[src/rtl/tpu_layer_sequencer.sv]
// Top-level scheduler for the fully-connected pipeline: runs each layer in turn
// through reset and run, then performs an argmax over the last layer's scores.
module tpu_layer_sequencer #(
    parameter int N_LAYERS   = 2,
    parameter int RST_CYCLES = 2,
    parameter int TIMEOUT    = 65535,
    parameter int N_CLASSES  = 10
) (
    input  logic                   clk,
    input  logic                   iRst,
    input  logic                   iStart,
    input  logic [N_LAYERS-1:0]    iLayerDone,
    input  logic [N_LAYERS-1:0]    iLayerOverflow,
    input  logic [N_CLASSES*8-1:0] iScores,
    output logic [N_LAYERS-1:0]    oLayerEna,
    output logic [N_LAYERS-1:0]    oLayerRst_n,
    output logic                   oBusy,
    output logic                   oDone,
    output logic [3:0]             oDigit,
    output logic                   oOverflow,
    output logic                   oTimeout,
    output logic [2:0]             oLayerIdx
);

    localparam int              RC_W     = (RST_CYCLES > 1) ? $clog2(RST_CYCLES) : 1;
    localparam int              WD_W     = (TIMEOUT > 1) ? $clog2(TIMEOUT) : 1;
    localparam logic [RC_W-1:0] RC_LAST  = RC_W'(RST_CYCLES - 1);
    localparam logic [WD_W-1:0] WD_LAST  = WD_W'((TIMEOUT > 0) ? TIMEOUT - 1 : 0);
    localparam logic [2:0]      IDX_LAST = 3'(N_LAYERS - 1);
    localparam logic [3:0]      CLS_LAST = 4'(N_CLASSES - 1);
    localparam bit              WD_ON    = (TIMEOUT != 0);

    typedef enum logic [2:0] {
        S_IDLE,
        S_LRST,
        S_RUN,
        S_NEXT,
        S_ARGMAX,
        S_DONE,
        S_FAULT
    } state_t;

    state_t              state, state_nxt;
    logic [2:0]          idx;
    logic [RC_W-1:0]     rst_cnt;
    logic [WD_W-1:0]     wd_cnt;
    logic [3:0]          cls;
    logic [7:0]          best_val;
    logic [3:0]          best_idx;
    logic [N_LAYERS-1:0] layer_sel;
    logic                layer_done;
    logic                layer_ovf;
    logic                wd_expired;
    logic                last_layer;
    logic                last_class;
    logic                take;
    logic [7:0]          score_cur;

    assign layer_sel  = N_LAYERS'(1) << idx;
    assign layer_done = |(iLayerDone & layer_sel);
    assign layer_ovf  = |(iLayerOverflow & layer_sel);
    assign wd_expired = WD_ON && (wd_cnt == WD_LAST);
    assign last_layer = (idx == IDX_LAST);
    assign last_class = (cls == CLS_LAST);
    assign oLayerIdx  = idx;

    // Float8 strict greater-than; -0 is folded onto +0 before comparing.
    function automatic logic f8_gt(input logic [7:0] a, input logic [7:0] b);
        logic a_neg;
        logic b_neg;
        a_neg = a[7] && (a[6:0] != 7'd0);
        b_neg = b[7] && (b[6:0] != 7'd0);
        if (a_neg != b_neg)
            return b_neg;
        if (a_neg)
            return a[6:0] < b[6:0];
        return a[6:0] > b[6:0];
    endfunction

    always_comb begin
        score_cur = 8'd0;
        for (int i = 0; i < N_CLASSES; i++)
            if (cls == 4'(i))
                score_cur = iScores[8*i +: 8];
    end

    assign take = (cls == 4'd0) || f8_gt(score_cur, best_val);

    // NOTE: registers use non-blocking assignments so every flop samples
    // pre-edge values regardless of the order the blocks are evaluated in.
    always_ff @(posedge clk or posedge iRst) begin
        if (iRst)
            state <= S_IDLE;
        else
            state <= state_nxt;
    end

    // NOTE: every output of this block is given a default first so no path
    // through the case statement can leave one unassigned and infer a latch.
    always_comb begin
        state_nxt   = state;
        oLayerEna   = '0;
        oLayerRst_n = '1;
        oBusy       = 1'b1;
        case (state)
            S_IDLE, S_DONE: begin
                oBusy = 1'b0;
                if (iStart)
                    state_nxt = S_LRST;
            end
            S_LRST: begin
                oLayerEna   = layer_sel;
                oLayerRst_n = ~layer_sel;
                if (rst_cnt == RC_LAST)
                    state_nxt = S_RUN;
            end
            S_RUN: begin
                oLayerEna = layer_sel;
                if (layer_done)
                    state_nxt = S_NEXT;
                else if (wd_expired)
                    state_nxt = S_FAULT;
            end
            S_NEXT: begin
                // The last layer stays enabled so its scores remain valid for argmax.
                if (last_layer) begin
                    oLayerEna = layer_sel;
                    state_nxt = S_ARGMAX;
                end else begin
                    state_nxt = S_LRST;
                end
            end
            S_ARGMAX: begin
                oLayerEna = layer_sel;
                if (last_class)
                    state_nxt = S_DONE;
            end
            S_FAULT: state_nxt = S_DONE;
            default: state_nxt = S_IDLE;
        endcase
    end

    always_ff @(posedge clk or posedge iRst) begin
        if (iRst) begin
            idx       <= '0;
            rst_cnt   <= '0;
            wd_cnt    <= '0;
            cls       <= '0;
            best_val  <= '0;
            best_idx  <= '0;
            oDone     <= 1'b0;
            oDigit    <= '0;
            oOverflow <= 1'b0;
            oTimeout  <= 1'b0;
        end else begin
            case (state)
                S_IDLE, S_DONE: begin
                    if (iStart) begin
                        idx       <= '0;
                        rst_cnt   <= '0;
                        oDone     <= 1'b0;
                        oDigit    <= '0;
                        oOverflow <= 1'b0;
                        oTimeout  <= 1'b0;
                    end
                end
                S_LRST: begin
                    rst_cnt <= rst_cnt + 1'b1;
                    wd_cnt  <= '0;
                end
                S_RUN: begin
                    wd_cnt <= wd_cnt + 1'b1;
                    if (layer_done) begin
                        oOverflow <= oOverflow | layer_ovf;
                    end else if (wd_expired) begin
                        oTimeout <= 1'b1;
                        oDigit   <= 4'hF;
                    end
                end
                S_NEXT: begin
                    cls <= '0;
                    if (!last_layer) begin
                        idx     <= idx + 1'b1;
                        rst_cnt <= '0;
                    end
                end
                S_ARGMAX: begin
                    cls <= cls + 1'b1;
                    if (take) begin
                        best_val <= score_cur;
                        best_idx <= cls;
                    end
                    if (last_class) begin
                        oDigit <= take ? cls : best_idx;
                        oDone  <= 1'b1;
                    end
                end
                S_FAULT: oDone <= 1'b1;
                default: ;
            endcase
        end
    end

endmodule

[config.mk]
export PLATFORM = sky130hd
export DESIGN_NAME = tpu_layer_sequencer
export DESIGN_NICKNAME = d
export VERILOG_FILES = /design/src/rtl/tpu_layer_sequencer.sv
export SDC_FILE = /design/constraint.sdc
export NUM_CORES = 1
export LEC_CHECK = 0
export CORE_AREA = 2 2 116 118
export CTS_BUF_LIST = sky130_fd_sc_hd__clkbuf_16
export CTS_CLUSTER_SIZE = 16
export DETAILED_ROUTE_END_ITERATION = 12
export DIE_AREA = 0 0 118 120
export GPL_TIMING_DRIVEN = 0
export PLACE_DENSITY = 0.59
export RECOVER_POWER = 25
export SLEW_MARGIN = 30
export SYNTH_ARGS = -nofsm -noshare
export SYNTH_HDL_FRONTEND = slang
export SYNTH_SLANG_ARGS = --single-unit
export TNS_END_PERCENT = 20
[constraint.sdc]
create_clock -name clk -period 4.07 [get_ports clk]
set_clock_uncertainty 0.1 [all_clocks]
set_input_delay 0.407 -clock clk [delete_from_list [all_inputs] [get_ports clk]]
set_output_delay 0.407 -clock clk [all_outputs]
set_load 0.05 [all_outputs]
# After elaboration in Yosys (flattened, before gate mapping)
# Cells that the tools add are included.
dict set report totals {
  ff_bits 46
  out_inout_bits 15
  word_cells 123
}
dict set report op_classes {
  add_sub_neg 4
  order_cmp 2
  n_eq_ne 26
  shift 1
  n_mux 49
  n_bitwise 4
  n_reduce_logical 26
}
# operator count
set ops {}
lappend ops {{$mux W8} 10}
lappend ops {{$pmux W16 S2} 1}
lappend ops {{$mux W3} 8}
lappend ops {{$mux W4} 5}
lappend ops {{$pmux W3 S6} 1}
lappend ops {{$add A16 B1 Y16 const B} 1}
lappend ops {{$eq A16 B16 Y1 const B} 1}
lappend ops {{$eq A4 B3 Y1 const B} 4}
lappend ops {{$mux W1} 14}
lappend ops {{$ne A2 B2 Y1 const B} 7}
lappend ops {{$reduce_bool A7 Y1} 2}
lappend ops {{$pmux W4 S3} 1}
lappend ops {{$reduce_and A3 Y1} 4}
lappend ops {{$eq A3 B3 Y1 const B} 3}
lappend ops {{$reduce_bool A3 Y1} 3}
lappend ops {{$eq A4 B2 Y1 const B} 2}
lappend ops {{$eq A4 B4 Y1 const B} 2}
lappend ops {{$pmux W4 S2} 1}
lappend ops {{$reduce_and A4 Y1} 2}
lappend ops {{$reduce_bool A2 Y1} 4}
lappend ops {{$gt A7 B7 Y1} 1}
lappend ops {{$lt A7 B7 Y1} 1}
lappend ops {{$eq A3 B1 Y1 const B} 2}
lappend ops {{$eq A3 B2 Y1 const B} 2}
lappend ops {{other kinds (23)} 30}

# Depth between registers and ports, before layout
# Gate-level depths: netlist (run 1).
dict set report depth {
  ltp_word 22
  ltp_mapped 18
}

# Worst setup path after synthesis (run 1)
# OpenSTA, ideal clock, no wires.
dict set report synth_timing {
  path_type {register -> register}
  from {register cls[0]}
  to {register best_idx[0]}
  t_arrival_ps 3741
  t_required_ps 3845
  setup_slack_ps 104
  path_stages_with_launch 16
  n_path_buf 2
  path_cell_list {dfrtp_1 inv_1 ha_1 buf_2 buf_2 nor3b_1 a32o_1 o31ai_1 ha_1 a21o_1 a21o_1 a221oi_1 a41oi_1 nor3b_1 nor3_4 mux2_2}
}
dict set report synth_between {
  elab_chain_cells 19
  word_cells_on_any_way 33
  classes_between {2 x order compare; 10 x eq/ne; 17 x mux; 4 x reduce/logical}
}
# element line
set synth_lines {}
lappend synth_lines {{start, declared} 47} ;# logic [3:0] cls;
lappend synth_lines {{start signal, assigned} 188} ;# cls <= cls + 1'b1;
lappend synth_lines {{$logic_not A4 Y1} 83} ;# if (cls == 4'(i))
lappend synth_lines {{$mux W8 (9 in a row)} 83}
lappend synth_lines {{$mux W8 (*)} 83}
lappend synth_lines {{net score_cur[4]} 57} ;# logic [7:0] score_cur;
lappend synth_lines {{branches (longest 5 deep; another with $lt A7 B7 Y1)} -}
lappend synth_lines {{$mux W1 (*)} 75} ;# if (a_neg)
lappend synth_lines {{$logic_or A1 B1 Y1 (*)} 87} ;# assign take = (cls == 4'd0) || f8_gt(score_cur, best_val);
lappend synth_lines {{$mux W4 (*)} 189} ;# if (take) begin
lappend synth_lines {{end signal, assigned} 191} ;# best_idx <= cls;
lappend synth_lines {{end, declared} 49} ;# logic [3:0] best_idx;
# Mark *: on every way through the listed nets, which the timed path passes. The select of a mux whose other input is x is not followed.
# A chain may end at the register's enable or synchronous reset.

# Worst setup path after layout (run 1)
dict set report layout_timing {
  from {register cls[0]}
  to {register best_val[1]}
}
dict set report layout_between {
  elab_chain_cells 19
  word_cells_on_any_way 33
  classes_between {2 x order compare; 10 x eq/ne; 16 x mux; 5 x reduce/logical}
}
# element line
set layout_lines {}
lappend layout_lines {{$logic_not A4 Y1} 83}
lappend layout_lines {{$mux W8 (9 in a row)} 83}
lappend layout_lines {{$mux W8 (*)} 83}
lappend layout_lines {{net score_cur[1]} 57}
lappend layout_lines {{branches (longest 8 deep; another with $lt A7 B7 Y1)} -}
lappend layout_lines {{end signal, assigned} 190} ;# best_val <= score_cur;
lappend layout_lines {{end, declared} 48} ;# logic [7:0] best_val;
# Marks and branches as above.

==> impl_metrics.csv, run 1 <==
group,metric,value,unit
layout,layoutNonFillerInstCount,781,
placement,place_congestion,0.873,
synthesis,synth.yosys.seq_area_share,0.305,
global_route,grt_pass1_wl,21700,µm
clock_tree,cts-root-to-sink-buffers,2,
layout,insertedDiodeCount,0,
timing,slew-limit-headroom,-0.373,
global_route,globalRouteTotalUtil,0.189,
layout,nNetsFinal,706,
power_and_ir_drop,netSwitchingFraction,0.477,
synthesis,synthesized_netlist_cell_count,476,
routing,drtAntennaViolNets,0,
clock_tree,tritoncts,"done",
layout,final_common_cell,"sky130_fd_sc_hd__clkdlybuf4s50_1",
timing,fmax,255,MHz
timing,fin_crit,3920,ps
clock_tree,clock_tree.htree_level_count,2,
timing,timing_max_transition_violations_final,47,
routing,number_of_iterations_in_the_first_detailed_routing_pass,4,
worst_setup_path,setup.worst_path.end_class,"flop",
run_status,status,"complete, but fails checks",
worst_setup_path,slowest_delay,470,ps
worst_setup_path,crit_arrival,3990,ps
power_and_ir_drop,power.share.sequential,0.178,
layout,area_growth_syn_to_layout,52.2,%
die,horizontal_die_dimension,118,µm
synthesis,yosysUniqueCellTypes,65,
die,fp.coreArea,0.0130,mm²
placement,port_buffers,101,
layout,layout.cells.most_common_list,"100 x sky130_fd_sc_hd__clkdlybuf4s50_1, 44 x sky130_fd_sc_hd__dfrtp_1, 42 x sky130_fd_sc_hd__nand2_1",
power_and_ir_drop,power_frac_comb,0.701,
placement,estimated_wirelength_of_the_detail_placed_design,10100,µm
routing,vias,4249,
global_route,first_global_vias,4108,
routing,drt_iter0_markers,315,
routing,detail_route.wl_per_cell,17.6,µm
synthesis,synth.net_count,578,
synthesis,share_of_async_settable_or_async_resettable_flops_after_synthesis,1.00,
power_and_ir_drop,power.static_leakage,2.27,nW
layout,final_layout_size_suffix_gt1_frac,0.177,
clock_tree,cts_sinks,46,
synthesis,synth.yosys.warnings,0,
worst_setup_path,slowest_stage,"sky130_fd_sc_hd__dfrtp_2",
die,boundaryPins,102,
die,starting_utilization_of_the_core_area,0.291,
clock_tree,cts_buffers,5,
synthesis,postSynthAreaPerCell,7.93,µm²
power_and_ir_drop,power_density,674,mW/mm²
synthesis,synth_area,0.00378,mm²
timing,hold_ws,381,ps
routing,vias_per_cell,5.44,
worst_setup_path,critPathMostFrequentCell,"sky130_fd_sc_hd__a221oi_4",
power_and_ir_drop,power.ir.vdd_worst,0.703,mV
placement,number_of_placed_instances_taps_included,753,
worst_setup_path,timing_worst_setup_path_type,"flop to flop",
power_and_ir_drop,cellInternalPower,2.02,mW
job,drv.max_cap_violation_count,1,
synthesis,synth_seq_cells,46,
clock_tree,cts.root.buffer_cell,"sky130_fd_sc_hd__clkbuf_16",
synthesis,synth_edf_count,0,
clock_tree,clock_insertion_delay_worst_skew,280,ps
die,floorplan.rows,42,
worst_setup_path,worst_ep_required_time,4140,ps
worst_setup_path,path_cells,"inv_4 > ha_4 > buf_6 > a2111oi_4 > nor3_1 > a31oi_1 > o21ai_2 > ha_1 > nor2b_1 > o21ai_1 > nand2b_1 > a221oi_4 > nand2b_4 > a221oi_4 > nor3_4 > clkbuf_16 > mux2_2",
run_status,violations,"capacitance limit, slew limit",
power_and_ir_drop,switchingPower,1.85,mW
worst_setup_path,worst-path-max-fanout,6,
clock_tree,hold_buffers,0,
die,die_area,0.0142,mm²
timing,worst_slew_pin_slew,2050,ps
global_route,grt_start_max_net_pins,47,
synthesis,synth_top_flop_cell,"sky130_fd_sc_hd__dfrtp_1",
routing,total_routed_length,13800,µm
global_route,grt.overflow.total,0,
power_and_ir_drop,clock_power_share,0.121,
routing,detail_route.drc_violations,0,
die,fp.dieH,120,µm
timing,report.final.setup_viol,0,
timing,hold_violations,0,
timing,final.period_utilization,0.962,
clock_tree,path_clk_slew,70,ps
hold_path,hp-class,"flop to flop",
worst_setup_path,critical_path_start_type,"flop",
global_route,initial_antenna_violation_count,0,
==> through the flow <==
stage	total power [mW]	setup WS [ps]	util	setup TNS, ps	area (µm²)
after floorplan	2.15	104	-	0	3780
after global placement	2.79	-1070	0.386	-14370	5010
after detailed placement	2.82	-1140	0.386	-15250	5010
after CTS	3.45	5.28	0.407	0	5290
after global routing	4.15	-8.89	0.443	-31.2	5750
final	3.87	154	0.443	0	5750
==> layout make-up <==
| class | count | area (µm²) |
|---|---|---|
| clock buffer | 5 | 125 |
| clock inverter | 3 | 45.0 |
| multi-input combinational | 372 | 2680 |
| tap | 176 | 220 |
| fill | 1297 | 7230 |
| timing repair buffer | 124 | 1230 |
| sequential | 46 | 1150 |
| buffer | 28 | 188 |
| inverter | 27 | 105 |
==> cell usage after synthesis (all sizes together) (4+ instances only) <==
cell,count,area [µm²]
a211oi,8,60.1
a21oi,29,145
a221oi,6,65.1
a22oi,5,37.5
a31oi,7,43.8
and3,4,25.0
and4,4,35.0
buf,9,52.6
clkbuf,22,83.8
dfrtp,46,1150
ha,15,188
inv,27,101
mux2,10,113
nand2,43,161
nand2b,13,81.3
nand3,20,100
nand3b,8,60.1
nand4,5,31.3
nor2,27,101
nor2b,15,93.8
nor3,14,81.3
nor3b,7,52.6
nor4,4,25.0
o211ai,7,52.6
o21ai,51,255
o31ai,10,75.1
==> power by group through the flow <==
stage | Clock (mW) | Sequential (mW) | Combinational [mW]
after floorplan | 0 | 0.773 | 1.38
after global placement | 0 | 0.689 | 2.10
after detailed placement | 0 | 0.692 | 2.13
after CTS | 0.480 | 0.688 | 2.28
after global routing | 0.500 | 0.711 | 2.94
final | 0.469 | 0.690 | 2.71
==> critical path, delay by kind of cell (launching register included) <==
kind            cells  cell delay (ps)
compound gates      6             1210
simple gates        5              820
fa+ha+maj           2              490
flops               1              470
buf+inv             3              400
mux                 1              320
==> sequential cells by signal (all words and copies together), names as in the netlist <==
register and count:
oOverflow 1, cls 4, oLayerIdx 3, oTimeout 1, best_idx 4, rst_cnt 1
state 3, best_val 8, wd_cnt 16, oDigit 4, oDone 1
==> worst paths after layout <==
kind                             from          end  slack, ps  cells after the start
max                            cls[0]  best_val[1]        150                     17
min                        wd_cnt[10]   wd_cnt[10]        380                      1
max reg2reg                    cls[0]  best_val[1]        150                     17
min reg2reg                wd_cnt[10]   wd_cnt[10]        380                      1
max in group asynchronous        iRst       cls[1]       1810                      2
min in group asynchronous        iRst  best_val[7]       1010                      2
==> routing by layer <==
layer	up-vias	routed length [µm]	part of all wire	global-route usage
met5	-	0	0	0
met1	2025	6190	0.45	0.243
met4	0	338	0.025	0.0550
li1	2024	-	-	-
met2	175	6320	0.46	0.319
met3	25	907	0.066	0.0385
==> kinds of logic (layout without fill, tap and decap cells) <==
kind of cell	after synthesis	after routing	synth area share
buffers and inverters	58	187	0.0630
adder cells (fa/ha/maj)	15	15	0.0497
multiplexers	12	12	0.0351
AND/OR/NAND/NOR	179	179	0.255
XOR/XNOR	3	3	0.00696
AO/OA/AOI/OAI	163	163	0.285
flip-flops	46	46	0.305
==> what timing repair did <==
action / CTS / global route
resized for setup: 25 / 84
endpoints found under the setup margin: 16 / 14
cloned: 0 / 3
pin swaps: 5 / 19
buffers inserted: 4 / 16
(Power assumes the default switching activity.)
==> inputs of run 2 (changes only) <==
--- a/config.mk
+++ b/config.mk
@@ -5,11 +5,10 @@
 export SDC_FILE = /design/constraint.sdc
 export NUM_CORES = 1
 export LEC_CHECK = 0
-export CORE_AREA = 2 2 116 118
-export CTS_BUF_LIST = sky130_fd_sc_hd__clkbuf_16
+export CORE_AREA = 2 2 162 85
 export CTS_CLUSTER_SIZE = 16
 export DETAILED_ROUTE_END_ITERATION = 12
-export DIE_AREA = 0 0 118 120
+export DIE_AREA = 0 0 164 87
 export GPL_TIMING_DRIVEN = 0
 export PLACE_DENSITY = 0.59
 export RECOVER_POWER = 25
==> run 2 against run 1 <==
Effect of this change: the flow still finishes with violations (capacitance limit, slew limit); first-iteration DRC count up 67%; combinational power up 5%; critical path depth unchanged; core utilization down 0.89 points; sequential share of layout area up 0.34 points; die area up 0.76%; clock power down 2%; worst hold slack better by 7.3 ps; sequential power about the same; register-to-register slack worse by 150 ps; maximum frequency down 3.6%; critical path type unchanged; highest routed layer unchanged.
==> impl_metrics.csv, run 2 (synthesis gave the netlist of run 1 again) <==
group,metric,value,unit
routing,detail_route.wl_per_cell,19.1,µm
clock_tree,path_clk_slew,60,ps
layout,insertedDiodeCount,0,
clock_tree,cts-root-to-sink-buffers,2,
layout,top_register_by_number_of_flip_flops,"wd_cnt",
power_and_ir_drop,power_density,708,mW/mm²
power_and_ir_drop,power.ir.vdd_worst,0.588,mV
power_and_ir_drop,totalPowerFinal,4.00,mW
clock_tree,cts.root.buffer_cell,"sky130_fd_sc_hd__clkbuf_16",
global_route,first_global_vias,4084,
timing,hold_violations,0,
routing,drt_iter0_markers,525,
worst_setup_path,worst_ep_required_time,4140,ps
worst_setup_path,setup.worst_path.end_class,"flop",
routing,detail_route.drc_violations,0,
placement,port_buffers,101,
placement,instance_area_at_placement,0.00501,mm²
hold_path,hp-class,"flop to flop",
die,die_area,0.0143,mm²
timing,layout_setup_ws,6.76,ps
worst_setup_path,critical_path.reg2reg.endpoint,"best_val[0]",
routing,vias_per_cell,5.69,
layout,layout.cells.most_common_list,"100 x sky130_fd_sc_hd__clkdlybuf4s50_1, 44 x sky130_fd_sc_hd__o21ai_0, 44 x sky130_fd_sc_hd__dfrtp_1",
timing,timing_max_transition_violations_final,47,
worst_setup_path,worst-path-max-fanout,10,
layout,number_of_filler_cells_placed_in_the_layout,1244,
worst_setup_path,worstRegToRegCells,17,
die,starting_utilization_of_the_core_area,0.290,
placement,number_of_placed_instances_taps_included,753,
die,horizontal_die_dimension,164,µm
timing,rsz0062_at_grt,"yes",
die,boundaryPins,102,
timing,final.period_utilization,0.998,
global_route,grt_start_max_net_pins,47,
global_route,initial_antenna_violation_count,0,
timing,slew-limit-headroom,-0.422,
routing,total_routed_length,14800,µm
hold_path,worstHoldStart,"wd_cnt[10]",
clock_tree,cts_sinks,46,
routing,drtAntennaViolNets,0,
die,floorplan.rows,30,
timing,report.final.setup_viol,0,
layout,area_growth_syn_to_layout,49.6,%
clock_tree,cts_buffers,5,
worst_setup_path,r2r_start,"cls[0]",
placement,setup_ws_pre_cts,-1430,ps
run_status,status,"complete, but fails checks",
global_route,globalRouteTotalUtil,0.208,
worst_setup_path,crit_arrival,4130,ps
routing,number_of_iterations_in_the_first_detailed_routing_pass,7,
layout,final_layout_size_suffix_gt1_frac,0.164,
worst_setup_path,timing_worst_setup_path_type,"flop to flop",
die,fp.dieH,87,µm
worst_setup_path,critical_path_start_type,"flop",
placement,place_congestion,0.969,
clock_tree,clock_tree.htree_level_count,2,
hold_path,hold_end,"wd_cnt[10]",
clock_tree,tritoncts,"done",
layout,nNetsFinal,700,
layout,final_design_area_no_fill,0.00565,mm²
global_route,grt_pass1_wl,22900,µm
run_status,violations,"capacitance limit, slew limit",
global_route,grt.overflow.total,0,
hold_path,worstHoldPathCells,1,
layout,largestRegisters,"wd_cnt: 16 flops, best_val: 8 flops",
layout,final_common_cell,"sky130_fd_sc_hd__clkdlybuf4s50_1",
power_and_ir_drop,power.static_leakage,2.22,nW
timing,fin_crit,4060,ps
placement,estimated_wirelength_of_the_detail_placed_design,11600,µm
routing,vias,4406,
layout,layoutNonFillerInstCount,775,
worst_setup_path,setup.reg_to_reg.worst_slack,7,ps
layout,largest_reg_flops,16,
job,drv.max_cap_violation_count,1,
clock_tree,hold_buffers,0,
die,fp.coreArea,0.0130,mm²
timing,fmax,246,MHz
timing,worst_slew_pin_slew,2120,ps
clock_tree,clock_insertion_delay_worst_skew,290,ps
## run 2: cell types whose count changed in the layout (fill, tap and decap cells not counted), moves of 2 or more
cell	previous run	this run
sky130_fd_sc_hd__ha_4	4	2
sky130_fd_sc_hd__a221oi_1	3	1
sky130_fd_sc_hd__clkbuf_16	7	5
sky130_fd_sc_hd__buf_2	3	1
sky130_fd_sc_hd__o21ai_0	40	44
sky130_fd_sc_hd__a31oi_2	0	2
sky130_fd_sc_hd__clkbuf_1	12	14
sky130_fd_sc_hd__a221oi_2	1	3
sky130_fd_sc_hd__o21ai_1	6	3
sky130_fd_sc_hd__ha_2	0	2
sky130_fd_sc_hd__clkinvlp_4	2	0
sky130_fd_sc_hd__buf_4	22	19
## run 2: cell type report
| class | count | area, µm² | share of cell area |
|---|---|---|---|
| Timing Repair Buffer | 118 | 1150 | 0.204 |
| Tap cell | 176 | 220 | 0.0390 |
| Inverter | 27 | 103 | 0.0182 |
| Clock inverter | 1 | 30.0 | 0.00532 |
| Multi-Input combinational cell | 372 | 2670 | 0.472 |
| Clock buffer | 7 | 133 | 0.0235 |
| Buffer | 28 | 190 | 0.0337 |
| Sequential cell | 46 | 1150 | 0.204 |
## run 2: how the worst max path moves through the flow
| stage | startpoint | to | slack, ps |
|---|---|---|---|
| floorplan | cls[0] | best_idx[0] | 100 |
| global placement | cls[0] | best_val[5] | -1210 |
| detailed placement | cls[0] | best_val[0] | -1430 |
| CTS | cls[0] | best_val[0] | 6 |
| global route | cls[1] | best_val[0] | -60 |
| finish | cls[0] | best_val[0] | 7 |
## run 2: stage by stage
step	hold slack (ps)	util	setup TNS, ps
finish	388	0.434	0
CTS	388	0.417	0
detailed placement	374	0.385	-19630
global route	420	0.434	-566
floorplan	344	-	0
global placement	360	0.384	-16330
## run 2: worst max-delay path, stage by stage (launching register included)
cell,delay (ps)
sky130_fd_sc_hd__dfrtp_2,430
sky130_fd_sc_hd__inv_2,60
sky130_fd_sc_hd__ha_1,200
sky130_fd_sc_hd__buf_6,140
sky130_fd_sc_hd__buf_8,140
sky130_fd_sc_hd__nand3b_1,160
sky130_fd_sc_hd__a311oi_1,310
sky130_fd_sc_hd__a211oi_1,110
sky130_fd_sc_hd__o22ai_2,310
sky130_fd_sc_hd__ha_1,310
sky130_fd_sc_hd__and4_4,220
sky130_fd_sc_hd__a221oi_4,330
sky130_fd_sc_hd__buf_4,190
sky130_fd_sc_hd__a41oi_4,60
sky130_fd_sc_hd__nor3b_4,330
sky130_fd_sc_hd__nor3_4,70
sky130_fd_sc_hd__buf_12,170
sky130_fd_sc_hd__mux2_2,280
## run 2: power by group
| part | switching [mW] | leakage [nW] | internal (mW) |
|---|---|---|---|
| combinational | 1.68 | 1.53 | 1.17 |
| clock | 0.171 | 0.0781 | 0.290 |
| sequential | 0.113 | 0.605 | 0.577 |
| total | 1.96 | 2.22 | 2.03 |
## run 2: repair_timing
item | 4_1_cts | 5_1_grt
pin swaps | 7 | 19
setup buffers | 9 | 8
setup endpoints to repair | 16 | 14
resized for setup | 43 | 53
## run 2: layer usage
| layer | wire (µm) | vias up | GRT usage |
|---|---|---|---|
| li1 | - | 2024 | - |
| met1 | 7460 | 2172 | 0.334 |
| met2 | 5930 | 195 | 0.284 |
| met3 | 1290 | 15 | 0.0390 |
| met4 | 147 | 0 | 0.0351 |
| met5 | 0 | - | 0 |
